## src/rtl/adc_sample_capture_pkg.sv

```systemverilog
// Shared definitions for the ADC sample capture front end: capture states,
// mode encodings and the status mask used by the SPI register block.
package adc_sample_capture_pkg;

  typedef enum logic [1:0] {
    IDLE    = 2'd0,
    ARMED   = 2'd1,
    CAPTURE = 2'd2,
    DONE    = 2'd3
  } cap_state_e;

  localparam logic MODE_ASYNC = 1'b0;
  localparam logic MODE_SYNC  = 1'b1;

  localparam logic [31:0] STATUS_CAPTURE_MSK = 32'h0000_0001;

endpackage

```

## src/rtl/adc_sample_capture_strobe_sync_edge.sv

```systemverilog
// ADC strobe synchronizer with rising-edge detector; bypass selects the
// registered strobe directly as a per-cycle accept (synchronous mode).
module strobe_sync_edge #(
  parameter int SYNC_STAGES = 2
) (
  input  logic clk,
  input  logic rstn,
  input  logic clr,
  input  logic bypass,
  input  logic strobe,
  output logic accept
);

  logic [SYNC_STAGES-1:0] sync_q;
  logic                   prev_q;
  logic                   rise_q;

  always_ff @(posedge clk or negedge rstn) begin
    if (!rstn) begin
      sync_q <= '0;
      prev_q <= 1'b0;
      rise_q <= 1'b0;
    end else if (clr) begin
      sync_q <= '0;
      prev_q <= 1'b0;
      rise_q <= 1'b0;
    end else begin
      sync_q <= {sync_q[SYNC_STAGES-2:0], strobe};
      prev_q <= sync_q[SYNC_STAGES-1];
      rise_q <= sync_q[SYNC_STAGES-1] & ~prev_q;
    end
  end

  // The edge history keeps running in bypass so a later async run starts clean.
  assign accept = bypass ? sync_q[0] : rise_q;

endmodule

```

## src/rtl/adc_sample_capture.sv

```systemverilog
// ADC sample capture: accepts strobed offset-binary samples, converts to two's
// complement and counts num_samp per run. Optional watchdog: ADC_TIMEOUT_EN.
module adc_sample_capture
  import adc_sample_capture_pkg::*;
#(
  parameter int SW          = 8,
  parameter int CW          = 32,
  parameter int SYNC_STAGES = 2,
  parameter int TIMEOUT_CYC = 65536
) (
  input  logic          clk,
  input  logic          rstn,
  input  logic          soft_rst,
  input  logic          start,
  input  logic          mode,
  input  logic [CW-1:0] num_samp,
  input  logic          enable_p,
  input  logic [SW-1:0] sample_p,
  output logic          smp_valid,
  output logic [SW-1:0] smp_data,
  output logic          smp_last,
  output logic          busy,
  output logic          done,
  output logic [CW-1:0] smp_cnt
`ifdef ADC_TIMEOUT_EN
  ,
  output logic          timeout
`endif
);

  if (SYNC_STAGES < 2 || SYNC_STAGES > 4 || TIMEOUT_CYC < 2) begin : g_param_check
    $error("adc_sample_capture: illegal parameter value");
  end

  cap_state_e    state, state_nxt;
  logic          mode_r;
  logic          vld_p0;
  logic [SW-1:0] sample_p0;
  logic          arm, take, is_last, timeout_hit;
  logic [CW:0]   cnt_inc;

  function automatic logic [SW-1:0] ob_to_tc(input logic [SW-1:0] s);
    return {~s[SW-1], s[SW-2:0]};
  endfunction

  // Stage p0: accept event and registered sample
  strobe_sync_edge #(
    .SYNC_STAGES(SYNC_STAGES)
  ) u_sync (
    .clk   (clk),
    .rstn  (rstn),
    .clr   (soft_rst),
    .bypass(mode_r == MODE_SYNC),
    .strobe(enable_p),
    .accept(vld_p0)
  );

  always_ff @(posedge clk) begin
    sample_p0 <= sample_p;
  end

  assign busy    = (state == ARMED) || (state == CAPTURE);
  assign done    = (state == DONE);
  assign arm     = start && ((state == IDLE) || (state == DONE));
  assign take    = vld_p0 && ((state == CAPTURE) || ((state == ARMED) && (num_samp != '0)));
  assign cnt_inc = {1'b0, smp_cnt} + (CW+1)'(1);
  // Live num_samp: shrinking it to or below the count makes the next sample last.
  assign is_last = cnt_inc >= {1'b0, num_samp};

  always_ff @(posedge clk or negedge rstn) begin
    if (!rstn) state <= IDLE;
    else       state <= state_nxt;
  end

  always_comb begin
    state_nxt = state;
    case (state)
      IDLE:    if (start) state_nxt = ARMED;
      ARMED: begin
        if (num_samp == '0 || timeout_hit) state_nxt = DONE;
        else if (take)                     state_nxt = is_last ? DONE : CAPTURE;
      end
      CAPTURE: if (timeout_hit || (take && is_last)) state_nxt = DONE;
      DONE:    if (start) state_nxt = ARMED;
      default: state_nxt = IDLE;
    endcase
    if (soft_rst) state_nxt = IDLE;
  end

  // Stage p1: converted output sample and run counter
  always_ff @(posedge clk or negedge rstn) begin
    if (!rstn) begin
      smp_valid <= 1'b0;
      smp_last  <= 1'b0;
      smp_data  <= '0;
      smp_cnt   <= '0;
      mode_r    <= MODE_ASYNC;
    end else if (soft_rst) begin
      smp_valid <= 1'b0;
      smp_last  <= 1'b0;
      smp_data  <= '0;
      smp_cnt   <= '0;
      mode_r    <= MODE_ASYNC;
    end else begin
      smp_valid <= take;
      smp_last  <= take && is_last;
      if (take) smp_data <= ob_to_tc(sample_p0);
      if (arm) begin
        smp_cnt <= '0;
        mode_r  <= mode;
      end else if (take && (cnt_inc <= {1'b0, num_samp})) begin
        smp_cnt <= cnt_inc[CW-1:0];
      end
    end
  end

`ifdef ADC_TIMEOUT_EN
  localparam int WD_W = $clog2(TIMEOUT_CYC);

  logic [WD_W-1:0] wd_cnt;

  assign timeout_hit = busy && !vld_p0 && (wd_cnt == WD_W'(TIMEOUT_CYC - 1));

  always_ff @(posedge clk or negedge rstn) begin
    if (!rstn) begin
      wd_cnt  <= '0;
      timeout <= 1'b0;
    end else if (soft_rst) begin
      wd_cnt  <= '0;
      timeout <= 1'b0;
    end else begin
      if (!busy || vld_p0) wd_cnt <= '0;
      else                 wd_cnt <= wd_cnt + WD_W'(1);
      if (arm)              timeout <= 1'b0;
      else if (timeout_hit) timeout <= 1'b1;
    end
  end
`else
  assign timeout_hit = 1'b0;
`endif

endmodule

```

## config.mk

```make
export PLATFORM = sky130hd
export DESIGN_NAME = adc_sample_capture
export DESIGN_NICKNAME = d
export VERILOG_FILES = /design/src/rtl/adc_sample_capture_pkg.sv /design/src/rtl/adc_sample_capture_strobe_sync_edge.sv /design/src/rtl/adc_sample_capture.sv
export SDC_FILE = /design/constraint.sdc
export NUM_CORES = 1
export LEC_CHECK = 0
export ABC_CLOCK_PERIOD_IN_PS = 7200
export CAP_MARGIN = 30
export CORE_AREA = 2 2 109 111
export CTS_BUF_LIST = sky130_fd_sc_hd__clkbuf_8
export CTS_CLUSTER_SIZE = 14
export DETAILED_ROUTE_END_ITERATION = 16
export DIE_AREA = 0 0 111 113
export SETUP_SLACK_MARGIN = 0.15
export SKIP_CTS_REPAIR_TIMING = 1
export SYNTH_ARGS = -nofsm -noshare
export SYNTH_HDL_FRONTEND = slang
export SYNTH_SLANG_ARGS = --single-unit
```

## constraint.sdc

```tcl
create_clock -name clk -period 7.2 [get_ports clk]
set_input_delay 0.72 -clock clk [delete_from_list [all_inputs] [get_ports clk]]
set_output_delay 0.72 -clock clk [all_outputs]
set_load 0.01 [all_outputs]
```

==> results of run 1 <==
==> power by group through the flow <==
stage               logic, mW  clock network, mW  registers (mW)
CTS                     0.185              0.337           0.341
global route            0.203              0.350           0.343
floorplan               0.101                  0           0.348
detailed placement      0.183                  0           0.348
global placement        0.183                  0           0.348
finish                  0.183              0.328           0.341
==> registers in the layout (all words and copies together), names as in the netlist <==
name / flops
smp_data: 8
state: 2
u_sync.prev_q: 1
smp_valid: 1
u_sync.rise_q: 1
u_sync.sync_q: 2
mode_r: 1
smp_cnt: 32
sample_p0: 8
smp_last: 1
==> final cells by class <==
type                            instances  share of cell area, %
Inverter                               40                  2.673
Multi-Input combinational cell        422                  48.94
Clock inverter                          7                  1.515
Tap cell                              143                  3.186
Sequential cell                        57                  24.68
Timing Repair Buffer                   95                  16.80
Clock buffer                            9                  2.205
==> worst max-delay path: cells and delay by family (launching register included) <==
kind	cells	cell delay, ns
fa+ha+maj	2	0.59
simple gates	10	3.23
buf+inv	1	0.26
flops	1	0.47
compound gates	3	0.71
==> routing by layer <==
layer  global-route usage (%)  vias up  wire [um]
met5                        0        -          0
met4                    7.417        0        301
met3                    4.017       19        923
met2                    33.46      148       5875
met1                    27.14     2029       5669
li1                         -     2158          -
==> logic make-up after synthesis <==
kind of cell / share of synthesized area (%)
muxes: 2.059
buffers and inverters: 7.024
AOI/OAI and AO/OA: 20.62
xor gates and xnor gates: 2.567
and+or+nand+nor: 26.04
DFF: 31.26
adders and majority gates: 10.44
==> placed cells by master, fill, tap and decap left out, drive strengths merged, types with 3 or more instances in the layout <==
cell type / Yosys / layout
a221oi: 19 / 19
inv: 40 / 44
nor4: 12 / 12
dfrtp: 49 / 49
and4: 5 / 5
clkdlybuf4s50: 0 / 88
mux2i: 8 / 8
xnor2: 11 / 11
o21ai: 23 / 23
nor2b: 7 / 7
nand3: 17 / 17
clkbuf: 25 / 9
o21a: 3 / 3
a31oi: 13 / 13
dfxtp: 8 / 8
and3: 6 / 6
nor2: 44 / 44
nand2: 31 / 31
a21oi: 71 / 71
ha: 37 / 37
or3: 7 / 7
or2: 18 / 18
nor3b: 3 / 3
nor3: 34 / 34
buf: 8 / 7
nand4: 16 / 16
and2: 16 / 16
==> path summary, 6_finish.rpt <==
kind	from	to	slack (ns)	cells after the start
worst min register to register	u_sync.prev_q$_DFF_PN0_	u_sync.rise_q$_DFF_PN0_	0.40	1
worst min-delay path	u_sync.prev_q$_DFF_PN0_	u_sync.rise_q$_DFF_PN0_	0.40	1
min in group asynchronous	rstn	smp_cnt[19]$_DFFE_PN0P_	0.48	2
max in group asynchronous	rstn	smp_cnt[31]$_DFFE_PN0P_	6.24	2
worst max-delay path	smp_cnt[0]$_DFFE_PN0P_	smp_cnt[12]$_DFFE_PN0P_	1.80	16
worst max register to register	smp_cnt[0]$_DFFE_PN0P_	smp_cnt[12]$_DFFE_PN0P_	1.80	16
==> through the flow <==
step | std cells | area [um^2] | power, mW | utilization (%) | worst slack, ns
finish | 773 | 5617 | 0.8521 | 49.83 | 1.802
global route | 773 | 5617 | 0.8958 | 49.83 | 1.441
CTS | 773 | 5617 | 0.8640 | 49.83 | 1.824
detailed placement | 757 | 5408 | 0.5314 | 47.97 | 1.849
global placement | 756 | 5388 | 0.5303 | 47.80 | 1.615
floorplan | 552 | 4436 | 0.4483 | - | 2.726
==> results by group, run 1 <==
Outcome
  – Status: completed

Synth
  – Most frequent cell after synthesis: a21oi_1
  – Most area-consuming cells after synthesis: dfrtp_1 (28%), ha_1 (10%), a21oi_1 (7.9%)
  – Area fraction of the dominant cell type after synthesis: 27.64%
  – Syn_area_per_cell: around 8 um^2
  – Dominant synthesized flop cell: dfrtp_1
  – Mapped Area: around 0.0044 mm^2
  – Synth cell types: 49
  – Synthesis Warnings: 0
  – Area leader, netlist: dfrtp_1
  – Top cells by count, synth: a21oi_1 (70), dfrtp_1 (49), nor2_1 (44)
  – Async SR Flop Fraction: 85.96%
  – EDFF count, synth: 0
  – Post-Syn Instances: 552
  – Post-synthesis sequential area ratio: 31.26%
  – Seq cells post-synth: 57
  – Mapped Nets: around 640

Final layout
  – Area Overhead vs Synth: 26.63%
  – Register area: between 0.001 and 0.0015 mm^2
  – Fillers: 1,107
  – Share of cells above drive strength 1: 8.889%
  – Final-stage net count: 708
  – Multi-input gate area: 0.002749 mm^2
  – Antenna diodes: 0

Route
  – DR vias: ~4,400
  – Initial DRC Count: 195
  – Wirelength per Cell: 16.52 um
  – Vias/cell: 5.633
  – DRT antenna net count: 0
  – Final wirelength: 12,770 um
  – Detailed Routing Iterations Pass 1: 4
  – Drt drc: 0

Clock tree
  – Bufs on Longest Clock Path: 2
  – Clk slew on worst S/H paths: 0.08 ns
  – H-tree level count: 3
  – Num CTS Buffers: 9
  – Root buffer cell: clkbuf_8
  – CTS tree: done
  – Clock latency on the worst-skew pair: about 0.35 ns
  – # clock sinks: 57

Critical path
  – Crit path required time: 7.42 ns
  – Crit Path Category: reg -> reg
  – CP Max Fanout: 22
  – CP Cell Sequence: ha_1 > and4_1 > nand4_1 > nor2_1 > nand3_1 > and2_1 > or2_2 > ha_1 > nand4_1 > or4_4 > or3_1 > o221a_2 > nor3b_2 > buf_4 > a221oi_1 > a21oi_1
  – Crit end category: register
  – CP arrival: 5.62 ns
  – Slowest CP cell: or4_4
  – Crit-path max cell delay: 0.53 ns
  – CP Launch Type: register

Timing
  – Setup TNS: 0 ns
  – RSZ-0062 raised after global routing: no
  – WHS: 0.4012 ns
  – Maximum clock frequency: 185.3 MHz
  – Worst Max-Slew Pin Slew: about 0.78 ns
  – Final Slew Violations: 0
  – Setup Skew: 0.005104 ns
  – Relative slew slack: 47.79%
  – Final Critical Period: 5.398 ns
  – Final setup viols: 0
  – Fin. Hold Viols: 0
  – Final worst path period share: 74.97%

Die
  – Top Ports: 90
  – DIE AREA: around 0.013 mm^2
  – DIE HEIGHT: about 110 um
  – DIE WIDTH: between 100 and 150 um
  – # rows: 39
  – Core area: ~0.011 mm^2
  – Starting Density: 39.35%

Power and ir drop
  – Maximum VDD drop: 0.1337 mV
  – Internal power: between 0.5 and 0.6 mW
  – Leak pwr: 2.428 nW
  – PD cells: 151.7 mW/mm^2
  – Net Sw Power: 0.2750 mW
  – Seq pwr share: 40.1%
  – Clk pwr share: between 30% and 40%
  – Comb power frac: 21.4%
  – Net Sw Frac: 32.28%

GRT
  – Global-route wire length before repair: 20,850 um
  – Vias in the first global route: ~4,300
  – Initial antenna violation count: 0
  – Overflow after GRT: 0
  – All-Layer GR Usage: 20.47%
  – Pin count of the biggest net entering global routing: 50

Placed design
  – Dpl hpwl: between 9000 and 10,000 um
  – I/O Buffers: 89
  – Gpl congestion: 0.9066

Flow run
  – MaxCap Viol Count: 0

Worst hold path
  – Hold Crit Class: reg -> reg
Power figures use the tool's default switching activity.
==> run 2: changes to the inputs <==
Settings changed: ABC_CLOCK_PERIOD_IN_PS 7200 to 5000.
Clock period 7.2 ns to 5 ns, I/O delays scaled along.
==> run 2 against run 1 <==
  * Die area unchanged
  * Sequential share of layout area decreased by 1.1 points
  * Clock-buffer cell count unchanged
  * Clock skew increased by 0.0078 ns
  * Hold slack got worse by 0.14 ns
  * Design area increased by 5.2%
  * Global-route usage increased by 0.30 points
==> results by group, run 2 (synthesized netlist as in run 1, its figures left out) <==
Power and ir drop
  – PD cells: 209.7 mW/mm^2
  – Maximum VDD drop: 0.2363 mV
  – Power Total: 1.239 mW
  – Leak pwr: 2.576 nW

Critical path
  – Worst path bufs/invs: 1
  – R2r startpoint: smp_cnt[8]$_DFFE_PN0P_
  – CP Cell Sequence: and4_4 > nand4_1 > or3_4 > or3_4 > and2_1 > or2_2 > ha_1 > nand4_1 > or4_4 > or3_1 > o221a_2 > a21oi_4 > clkbuf_16 > a221oi_2 > a21oi_1
  – R2R depth: 15
  – Crit Path Category: reg -> reg
  – Crit-path max cell delay: 0.55 ns
  – Capturing point of the worst reg2reg path: smp_cnt[13]$_DFFE_PN0P_
  – CP arrival: 4.98 ns
  – Crit end category: register
  – Slowest CP cell: or4_4
  – CP Max Fanout: 15
  – Crit path required time: approximately 5.3 ns
  – CP Launch Type: register
  – Dominant delay contributor by cell family on the critical path: simple AND/OR/NAND/NOR gates
  – Worst reg2reg setup slack: 0.28 ns

Clock tree
  – Bufs on Longest Clock Path: 2
  – # clock sinks: 57
  – Num CTS Buffers: 9
  – H-tree level count: 3
  – Root buffer cell: clkbuf_8
  – Clk slew on worst S/H paths: 0.08 ns
  – CTS tree: done
  – Clock latency on the worst-skew pair: roughly 0.35 ns

Timing
  – Final Critical Period: ~4.7 ns
  – Fin. Hold Viols: 0
  – RSZ-0062 raised after global routing: no
  – Final worst path period share: 94.36%
  – Setup Skew: 0.01295 ns
  – Worst Max-Slew Pin Slew: 0.8019 ns
  – Final Slew Violations: 0
  – Relative slew slack: 46.05%
  – Setup TNS: 0 ns
  – Final setup viols: 0
  – Maximum clock frequency: around 210 MHz

Final layout
  – Commonest non-fill, non-tap cells in the layout: clkdlybuf4s50_1 (88), a21oi_1 (70), nor2_1 (44)
  – Largest register FFs: 32
  – Final-stage net count: 735
  – Share of cells above drive strength 1: 15.07%
  – Commonest non-fill, non-tap cell in the layout: clkdlybuf4s50_1
  – Area Overhead vs Synth: 33.17%
  – Top reg by flops: smp_cnt
  – Antenna diodes: 0
  – Largest registers: smp_cnt: 32 flops, sample_p0: 8 flops, smp_data: 8 flops

Die
  – Core area: 0.01127 mm^2
  – DIE HEIGHT: 113 um
  – DIE AREA: between 0.01 and 0.015 mm^2
  – Top Ports: 90
  – DIE WIDTH: between 100 and 150 um
  – Starting Density: 39.35%
  – # rows: 39

Route
  – DRT antenna net count: 0
  – Detailed Routing Iterations Pass 1: 7
  – Initial DRC Count: ~220
  – DR vias: between 4,000 and 5,000
  – Drt drc: 0
  – Wirelength per Cell: 16.75 um
  – Final wirelength: about 13,000 um
  – Vias/cell: approximately 5.6

GRT
  – Global-route wire length before repair: about 21,000 um
  – Initial antenna violation count: 0
  – All-Layer GR Usage: 20.77%
  – Vias in the first global route: 4,271
  – Pin count of the biggest net entering global routing: 50
  – Overflow after GRT: 0

Placed design
  – Gpl congestion: 0.8694
  – I/O Buffers: 89
  – Dpl hpwl: 9496 um

Worst hold path
  – Hold Crit Class: in -> async

Flow run
  – MaxCap Viol Count: 0

Outcome
  – Status: completed
[run 2: through the flow]
step	setup slack [ns]	cells	instance area (um^2)	hold slack [ns]	util (%)
4_1_cts	0.04839	789	5736	0.2911	50.88
5_1_grt	0.06647	800	5907	0.3289	52.40
2_1_floorplan	0.5255	552	4436	0.2044	-
6_report	0.2822	800	5907	0.2613	52.40
3_5_place_dp	0.09700	773	5528	0.3861	49.04
3_3_place_gp	0.1659	773	5528	0.3842	49.04
[run 2: final cells by class]
type / count / area (um^2)
Fill cell: 1107 / 5365
Multi-Input combinational cell: 422 / 2804
Sequential cell: 57 / 1395
Timing Repair Buffer: 122 / 1171
Tap cell: 143 / 178.9
Inverter: 40 / 150.1
Clock buffer: 9 / 123.9
Clock inverter: 7 / 83.83
[run 2: report_power, final]
group	switching, mW	total [mW]	internal, mW	leakage (nW)
registers	0.0134	0.491	0.477	0.734
clock network	0.236	0.475	0.240	0.103
logic	0.156	0.273	0.117	1.74
total	0.405	1.24	0.834	2.58
[run 2: worst max-delay path by stage]
stage,cells after the start,from,endpoint
after detailed placement,15,smp_cnt[5]$_DFFE_PN0P_,smp_cnt[5]$_DFFE_PN0P_
after CTS,15,smp_cnt[5]$_DFFE_PN0P_,smp_cnt[30]$_DFFE_PN0P_
after global placement,15,smp_cnt[7]$_DFFE_PN0P_,smp_cnt[25]$_DFFE_PN0P_
final,15,smp_cnt[8]$_DFFE_PN0P_,smp_cnt[13]$_DFFE_PN0P_
after floorplan,16,smp_cnt[6]$_DFFE_PN0P_,smp_cnt[15]$_DFFE_PN0P_
after global routing,15,smp_cnt[2]$_DFFE_PN0P_,smp_cnt[13]$_DFFE_PN0P_
[run 2: per-layer routing]
metal | GRT usage, % | vias to the layer above | routed length [um]
met5 | 0 | - | 0
met1 | 27.73 | 2115 | 6170
li1 | - | 2199 | -
met2 | 33.74 | 128 | 6212
met4 | 6.583 | 0 | 256
met3 | 4.660 | 15 | 756
==> run 3: changes to the inputs <==
Settings changed: PLACE_DENSITY_LB_ADDON set to 0.12.
==> run 3 against run 2 <==
  * Non-clock buffer count is 5 lower
  * Maximum frequency increased by 2.4%
  * Critical endpoint is now smp_cnt[25]$_DFFE_PN0P_
  * Worst setup slack better by 0.11 ns
  * Total power shrank 4.9%
  * Combinational power about the same
  * First-iteration DRC count grew 16%
  * Sequential cell count unchanged
  * Hold slack better by 0.019 ns
  * Critical path type unchanged
  * Clock power shrank 13%
  * Largest power group unchanged
  * Utilization fell by 0.97 points
  * Sequential power about the same
  * Via count rose by 0.18%
==> results by group, run 3 (synthesized netlist as in run 1, its figures left out) <==
Timing
  – RSZ-0062 raised after global routing: yes
  – Setup Skew: 0.007212 ns
  – Setup TNS: 0 ns
  – Maximum clock frequency: 217.0 MHz
  – Worst Max-Slew Pin Slew: 0.7449 ns
  – Final Slew Violations: 0
  – Final Critical Period: 4.609 ns
  – Final worst path period share: 92.18%
  – Final setup viols: 0
  – Relative slew slack: 49.88%
  – Fin. Hold Viols: 0

Route
  – Initial DRC Count: 250
  – Detailed Routing Iterations Pass 1: 5
  – Wirelength per Cell: 17.01 um
  – Vias/cell: approximately 5.6
  – DRT antenna net count: 0
  – Final wirelength: approximately 14,000 um
  – DR vias: 4,465
  – Drt drc: 0

Power and ir drop
  – Power Total: ~1.2 mW
  – Maximum VDD drop: 0.1589 mV
  – PD cells: 203.3 mW/mm^2
  – Leak pwr: approximately 2.5 nW

Outcome
  – Status: completed

GRT
  – Initial antenna violation count: 0
  – M3 GR Usage: ~5.0%
  – Most Used Layer, Global Route: met2
  – Global-route wire length before repair: 21,860 um
  – Met1 usage: 27.65%
  – Met2 usage: 35.99%
  – All-Layer GR Usage: between 20 and 25%
  – Pin count of the biggest net entering global routing: 50
  – Vias in the first global route: 4,403
  – Overflow after GRT: 0

Clock tree
  – H-tree level count: 3
  – # clock sinks: 57
  – Root buffer cell: clkbuf_8
  – Bufs on Longest Clock Path: 2
  – CTS tree: done
  – Clock latency on the worst-skew pair: 0.35 ns
  – Num CTS Buffers: 9
  – Clk slew on worst S/H paths: 0.08 ns

Critical path
  – Crit Path Category: reg -> reg
  – Crit end category: register
  – CP Launch Type: register
  – R2r startpoint: smp_cnt[8]$_DFFE_PN0P_
  – CP Max Fanout: 10
  – Crit path required time: 5.21 ns
  – CP arrival: 4.82 ns
  – Setup crit start: smp_cnt[8]$_DFFE_PN0P_

Die
  – DIE HEIGHT: between 100 and 150 um
  – DIE AREA: 0.01254 mm^2
  – Top Ports: 90
  – Core area: 0.01127 mm^2
  – Starting Density: 39.35%
  – DIE WIDTH: 111 um
  – # rows: 39

Placed design
  – Dpl hpwl: 9977 um
  – I/O Buffers: 89
  – Gpl congestion: 0.8265

Final layout
  – Top reg by flops: smp_cnt
  – Share of cells above drive strength 1: a little over an eighth
  – Antenna diodes: 0
  – Largest register FFs: 32
  – Post-layout util: 51.44%
  – Commonest non-fill, non-tap cells in the layout: clkdlybuf4s50_1 (88), a21oi_1 (70), dfrtp_1 (47)
  – Largest registers: smp_cnt: 32 flops, sample_p0: 8 flops, smp_data: 8 flops
  – Area Overhead vs Synth: 30.72%
  – Final-stage net count: 730
  – Commonest non-fill, non-tap cell in the layout: clkdlybuf4s50_1

Worst hold path
  – Hold Crit Class: in -> async

Flow run
  – MaxCap Viol Count: 0
[run 3: cell types whose count changed in the layout (fill, tap and decap cells not counted), sizes merged]
cell,change
buf,-4
bufinv,-1
clkinv,+1
clkinvlp,+1
inv,-2
[run 3: cell type report]
cell class,count,area [um^2]
clock inverters,6,50.05
fillers,1108,5474
multi-input cells,422,2780
inverters,40,150.1
repair buffers,117,1112
flip-flops and latches,57,1389
clock buffers,10,137.6
well taps,143,178.9
[run 3: layer usage]
metal / wire, um / share of wire (%)
met5: 0 / 0
met4: 259 / 1.9
met3: 718 / 5.3
met2: 6421 / 47
met1: 6126 / 45
[run 3: critical path, stage by stage, from the launching register on]
cell	delay (ns)
dfrtp_2	0.44
and4_4	0.27
nand4_1	0.17
or3_4	0.39
or3_1	0.39
and2_1	0.19
or2_2	0.30
ha_1	0.29
nand4_1	0.09
or4_4	0.45
or3_1	0.40
o221a_2	0.30
nor3b_4	0.21
buf_4	0.20
a221oi_1	0.25
a21oi_1	0.10
[run 3: path summary, 6_finish.rpt]
| kind | endpoint | slack, ns | cells after the start |
|---|---|---|---|
| worst min register to register | u_sync.rise_q$_DFF_PN0_ | 0.40 | 1 |
| worst min-delay path | smp_cnt[7]$_DFFE_PN0P_ | 0.28 | 2 |
| worst max register to register | smp_cnt[25]$_DFFE_PN0P_ | 0.39 | 15 |
| worst max-delay path | smp_cnt[25]$_DFFE_PN0P_ | 0.39 | 15 |
| min in group clk | u_sync.rise_q$_DFF_PN0_ | 0.40 | 1 |
| max in group asynchronous | smp_cnt[0]$_DFFE_PN0P_ | 4.23 | 2 |
[run 3: where the power goes]
part	leakage [nW]	internal [mW]	switching [mW]
sequential	0.742	0.478	0.0155
combinational	1.69	0.116	0.155
clock	0.0895	0.198	0.216
total	2.53	0.792	0.387
[run 3: through the flow]
step           setup WS (ns)  hold slack (ns)  cell area (um^2)  instances
6_report              0.3908           0.2800              5798        795
5_1_grt               0.1333           0.3311              5798        795
4_1_cts               0.2419           0.2943              5749        793
3_5_place_dp          0.2651           0.3882              5562        777
3_3_place_gp          0.2662           0.3822              5550        776
2_1_floorplan         0.5255           0.2044              4436        552
